**src/rtl/wddl_phase_ctrl.sv**
```systemverilog
// WDDL precharge/evaluate phase controller.
// Drives a combinational dual-rail datapath through precharge (rails all
// zero) and evaluate (true/complement rails). It captures the dual-rail
// result, checks that every rail pair is complementary, and hands back a
// single-rail result over a valid/ready handshake.
module wddl_phase_ctrl #(
   parameter int unsigned IN_WIDTH    = 40,
   parameter int unsigned OUT_WIDTH   = 8,
   parameter int unsigned PRE_CYCLES  = 1,
   parameter int unsigned EVAL_CYCLES = 2
) (
   input  logic                 clk,
   input  logic                 rst_n,
   input  logic                 in_valid,
   output logic                 in_ready,
   input  logic [IN_WIDTH-1:0]  in_data,
   output logic [IN_WIDTH-1:0]  dp_p_out,
   output logic [IN_WIDTH-1:0]  dp_n_out,
   input  logic [OUT_WIDTH-1:0] res_p_in,
   input  logic [OUT_WIDTH-1:0] res_n_in,
   output logic                 out_valid,
   input  logic                 out_ready,
   output logic [OUT_WIDTH-1:0] out_data,
   output logic                 out_err,
   output logic                 err_sticky,
   input  logic                 clr_err
);

   localparam int unsigned CNT_MAX = (PRE_CYCLES > EVAL_CYCLES) ? PRE_CYCLES : EVAL_CYCLES;
   localparam int unsigned CNT_W   = $clog2(CNT_MAX + 1);
   localparam logic [CNT_W-1:0] PRE_LOAD  = CNT_W'(PRE_CYCLES - 1);
   localparam logic [CNT_W-1:0] EVAL_LOAD = CNT_W'(EVAL_CYCLES - 1);

   typedef enum logic [1:0] {
      IDLE  = 2'd0,
      PRECH = 2'd1,
      EVAL  = 2'd2,
      DONE  = 2'd3
   } state_t;

   state_t                state_q, state_d;
   logic [CNT_W-1:0]      cnt_q, cnt_d;
   logic [IN_WIDTH-1:0]   op_q, op_d;
   logic [IN_WIDTH-1:0]   dp_p_d, dp_n_d;
   logic                  out_valid_d;
   logic [OUT_WIDTH-1:0]  out_data_d;
   logic                  out_err_d;
   logic                  err_sticky_d;
   logic                  pre_fault_q, pre_fault_d;

   assign in_ready = (state_q == IDLE);

   // State, operand, rail and result registers.
   always_ff @(posedge clk or negedge rst_n) begin
      if (!rst_n) begin
         state_q     <= IDLE;
         cnt_q       <= '0;
         op_q        <= '0;
         dp_p_out    <= '0;
         dp_n_out    <= '0;
         out_valid   <= 1'b0;
         out_data    <= '0;
         out_err     <= 1'b0;
         err_sticky  <= 1'b0;
         pre_fault_q <= 1'b0;
      end else begin
         state_q     <= state_d;
         cnt_q       <= cnt_d;
         op_q        <= op_d;
         dp_p_out    <= dp_p_d;
         dp_n_out    <= dp_n_d;
         out_valid   <= out_valid_d;
         out_data    <= out_data_d;
         out_err     <= out_err_d;
         err_sticky  <= err_sticky_d;
         pre_fault_q <= pre_fault_d;
      end
   end

   // Phase sequencing; rails are the registered next value so they change on
   // the same edge as the state, with rails default-zero outside evaluate.
   always_comb begin
      state_d      = state_q;
      cnt_d        = cnt_q;
      op_d         = op_q;
      dp_p_d       = '0;
      dp_n_d       = '0;
      out_valid_d  = out_valid;
      out_data_d   = out_data;
      out_err_d    = out_err;
      pre_fault_d  = pre_fault_q;
      err_sticky_d = clr_err ? 1'b0 : err_sticky;
      case (state_q)
         IDLE: begin
            if (in_valid) begin
               op_d    = in_data;
               cnt_d   = PRE_LOAD;
               state_d = PRECH;
            end
         end
         PRECH: begin
            if (cnt_q == '0) begin
               // Any rail high during precharge means a stuck or leaking cloud.
               if (|(res_p_in | res_n_in)) begin
                  pre_fault_d = 1'b1;
               end
               cnt_d   = EVAL_LOAD;
               state_d = EVAL;
               dp_p_d  = op_q;
               dp_n_d  = ~op_q;
            end else begin
               cnt_d = cnt_q - CNT_W'(1);
            end
         end
         EVAL: begin
            if (cnt_q == '0) begin
               out_data_d  = res_p_in;
               out_err_d   = pre_fault_q | ~(&(res_p_in ^ res_n_in));
               out_valid_d = 1'b1;
               state_d     = DONE;
               // A new error wins over a simultaneous clear.
               if (out_err_d) begin
                  err_sticky_d = 1'b1;
               end
            end else begin
               cnt_d  = cnt_q - CNT_W'(1);
               dp_p_d = op_q;
               dp_n_d = ~op_q;
            end
         end
         DONE: begin
            if (out_ready) begin
               out_valid_d = 1'b0;
               pre_fault_d = 1'b0;
               state_d     = IDLE;
            end
         end
         default: begin
            state_d = IDLE;
         end
      endcase
   end

endmodule

```
**config.mk**
```make
export PLATFORM = sky130hd
export DESIGN_NAME = wddl_phase_ctrl
export DESIGN_NICKNAME = d
export VERILOG_FILES = /design/src/rtl/wddl_phase_ctrl.sv
export SDC_FILE = /design/constraint.sdc
export NUM_CORES = 1
export LEC_CHECK = 0
export ABC_AREA = 1
export CORE_UTILIZATION = 40
export DETAILED_ROUTE_END_ITERATION = 16
export HOLD_SLACK_MARGIN = 0.12
export PLACE_DENSITY_LB_ADDON = 0.15
export SLEW_MARGIN = 5
export SYNTH_ARGS = -nofsm -noshare
export SYNTH_HDL_FRONTEND = slang
export SYNTH_SLANG_ARGS = --single-unit
```
**constraint.sdc**
```tcl
create_clock -name clk -period 3.9 [get_ports clk]
set_clock_uncertainty 0.1 [all_clocks]
set_input_delay 0.78 -clock clk [delete_from_list [all_inputs] [get_ports clk]]
set_output_delay 0.78 -clock clk [all_outputs]
set_load 0.02 [all_outputs]
```
==> impl_metrics.py <==
metrics = {
    "worst_setup_path": {
        "setup.worst_path.start_class": "register",
        "criticalPathCategory": "reg2out",
        "rr_worst_depth": 6,
        "cp.required_ps": 3020,
        "critical_path.max_fanout": 5,
        "worst_r2r_startpoint": "state_q[0]$_DFFE_PN0P_",
        "end_of_the_worst_register_to_register_path": "dp_n_out[14]$_DFF_PN0_",
        "crit_arrival_ps": 1810,
        "ff2ff_setup_slack_ps": 1830,
        "crit_path_end_kind": "output pin",
    },
    "logic_synthesis": {
        "synth-seq-area-share": 0.6886,
        "synth_cells": 471,
        "synthesized_area_per_cell_um2": 10.49,
        "yosys_warnings": 0,
        "syn-cell-area_um2": 4942,
        "yosysUniqueCellTypes": 16,
        "postSynthNetCount": 548,
        "ys_ff_latch": 136,
    },
    "placed_design": {
        "buffer_ports.inserted": 152,
        "post-place-ws_ps": 1494,
        "postPlaceCellArea_um2": 6564,
        "gp_routability_congestion": 0.7730,
        "hpwl_mm": 6.956,
    },
    "drt": {
        "drc": 0,
        "detailroute.wirelength.met2_mm": 5.243,
        "dr_wl_met3_um": 527,
        "final_antenna_net_count": 0,
        "routed.top_layer": "met4",
        "detail_route.wirelength_mm": 10.17,
        "drt-met1-wl_mm": 4.254,
        "detailroute.via_count": 3530,
        "avgViaCountPerCell": 4.480,
        "drt_pass1_iterations": 4,
        "post_drt_wl_per_cell_um": 12.90,
        "drt-initial-drc-count": 142,
    },
    "grt": {
        "grt_start_max_net_pins": 81,
        "global_route_wire_length_before_repair_mm": 17.66,
        "first_global_vias": 3757,
        "globalRouteOverflowTotal": 0,
        "number_of_antenna_violations_at_the_first_check_in_global_routing": 0,
        "grtUsageTotal": 0.1799,
    },
    "cts": {
        "cts.hold.buffers_added": 0,
        "htreeDepth": 4,
        "cts-resized-gates": 0,
        "clkSlewWorstSetupHoldPaths_ps": 60,
        "tritoncts": "done",
        "post_cts.repair.setup_buffers": 0,
        "cts_root_buf": "clkbuf_16",
        "cts-root-to-sink-buffers": 2,
        "worst_skew_pair.late_latency_ps": 400,
        "clock-sinks": 136,
        "cts_made_buffers": 17,
    },
    "timing": {
        "final_period_minus_worst_setup_slack_ps": 2689,
        "final_min_period_over_clock_period": 0.6895,
        "final.setup.tns_ps": 0,
        "hold_vio_cnt_final": 0,
        "unrepaired_setup_endpoints_after_global_routing": "no",
        "final-setup-viol-count": 0,
        "fmax_mhz": 371.9,
        "tightest_slew_ps": 858.6,
        "relSlewSlack": 0.4276,
        "final.setup.worst_slack_ps": 1211,
        "report.final.slew_viol_count": 0,
    },
    "floorplan": {
        "chipHeight_um": 113.2,
        "fp.dieW_um": 113.2,
        "floorplan.die_area_um2": 12800,
        "io_pins": 153,
        "std_cell_rows": 40,
        "core-area_um2": 12010,
        "start_util": 0.4115,
    },
    "power": {
        "power.static_leakage_uw": 0.003635,
        "peakVddDrop_v": 0.0004172,
        "cellPowerDensity_nw_per_um2": 834.9,
    },
    "layout": {
        "final_nets": 706,
        "drive_above_1_share": 0.06084,
        "layout.cell_area.non_filler_um2": 7192,
        "num_antenna_cells": 0,
        "fillerInstances": 1041,
        "layout-area-overhead-vs-synth_pct": 45.52,
    },
    "worst_hold_path": {
        "timing.hold.worst.class": "in2async",
    },
    "flow_run": {
        "drv.max_cap_violation_count": 0,
    },
    "status": {
        "outcome": "finished clean",
    },
}
-- worst max-delay path, stage by stage, from the launching register on --
cell and delay, ps:
dfrtp_1 430, inv_1 130, ha_1 230, clkdlybuf4s50_1 630
-- state kept, by name, summed over array words and instances, names as in the netlist --
name	flops
state_q	2
cnt_q	2
pre_fault_q	1
err_sticky	1
dp_p_out	40
out_err	1
out_valid	1
out_data	8
op_q	40
dp_n_out	40
-- cells in the mapped netlist, drive strengths merged --
master | n | area [um2]
o21ai | 14 | 70.07
inv | 71 | 266.5
a21oi | 40 | 200.2
nand2 | 43 | 171.4
clkbuf | 5 | 18.77
buf | 12 | 98.84
o211ai | 1 | 7.510
dfrtp | 136 | 3403
nand4 | 1 | 6.260
ha | 16 | 200.2
nor2 | 129 | 484.2
nand3 | 3 | 15.01
-- area by class of cell --
type / count / area, um2 / share of cell area
sequential: 136 / 3403 / 0.4732
timing repair buffer: 156 / 1553 / 0.2159
multi-input combinational: 247 / 1157 / 0.1609
clock buffer: 19 / 452.9 / 0.06298
inverter: 71 / 266.5 / 0.03706
tap: 147 / 183.9 / 0.02557
clock inverter: 12 / 175.2 / 0.02436
-- through the flow --
stage	instances	util	hold WS, ps	total power, uW
floorplan	471	-	302.0	3460
global placement	757	0.5465	308.8	4322
detailed placement	757	0.5465	310.7	4386
CTS	788	0.5988	308.9	6089
global route	788	0.5988	333.1	6409
finish	788	0.5988	290.0	6004
-- worst max path at each step --
| stage | startpoint | end | slack (ps) | cells past startpoint |
|---|---|---|---|---|
| 2_1_floorplan | state_q[0]$_DFFE_PN0P_ | in_ready | 2230 | 2 |
| 3_3_place_gp | in_valid | op_q[4]$_DFFE_PN0P_ | 1540 | 5 |
| 3_5_place_dp | in_valid | op_q[39]$_DFFE_PN0P_ | 1490 | 5 |
| 4_1_cts | state_q[0]$_DFFE_PN0P_ | in_ready | 1190 | 3 |
| 5_1_grt | state_q[1]$_DFFE_PN0P_ | in_ready | 1100 | 3 |
| 6_report | state_q[0]$_DFFE_PN0P_ | in_ready | 1210 | 3 |
-- cells by family (layout without fill, tap and decap cells) --
logic type	Yosys count	count (layout)	synth area share
compound gates	55	55	0.05620
fa+ha+maj	16	16	0.04051
buf+inv	88	258	0.07772
flops	136	136	0.6886
simple gates	176	176	0.1370
-- cells in the final DEF, fill, tap and decap left out --
cell type        Yosys  final
inv_1               71     71
ha_1                16     16
dfrtp_1            136    136
o211ai_1             1      1
nand4_1              1      1
nand2_2              1      2
nand3_1              3      3
nand2_1             41     40
clkinv_2             0      3
clkbuf_8             0      2
buf_4                3      4
nand2_4              1      1
clkdlybuf4s50_1      0    151
clkinvlp_4           0      3
a21oi_1             40     40
nor2_1             129    129
clkbuf_16            0     17
bufinv_16            0      4
buf_6                5      1
o21ai_0             14     14
clkinv_4             0      2
-- per-layer routing --
| metal | track usage | up-vias |
|---|---|---|
| met5 | 0 | - |
| met2 | 0.3096 | 83 |
| met3 | 0.05731 | 12 |
| met1 | 0.2114 | 1701 |
| li1 | - | 1734 |
| met4 | 0.06579 | 0 |
-- where the power goes --
part | leakage, uW | switching (uW) | total [uW] | internal [uW]
Sequential | 0.00173 | 228 | 2180 | 1950
Clock | 0.000301 | 572 | 1670 | 1100
Combinational | 0.00161 | 1260 | 2150 | 896
No activity file was read; power rests on OpenSTA's default activity.
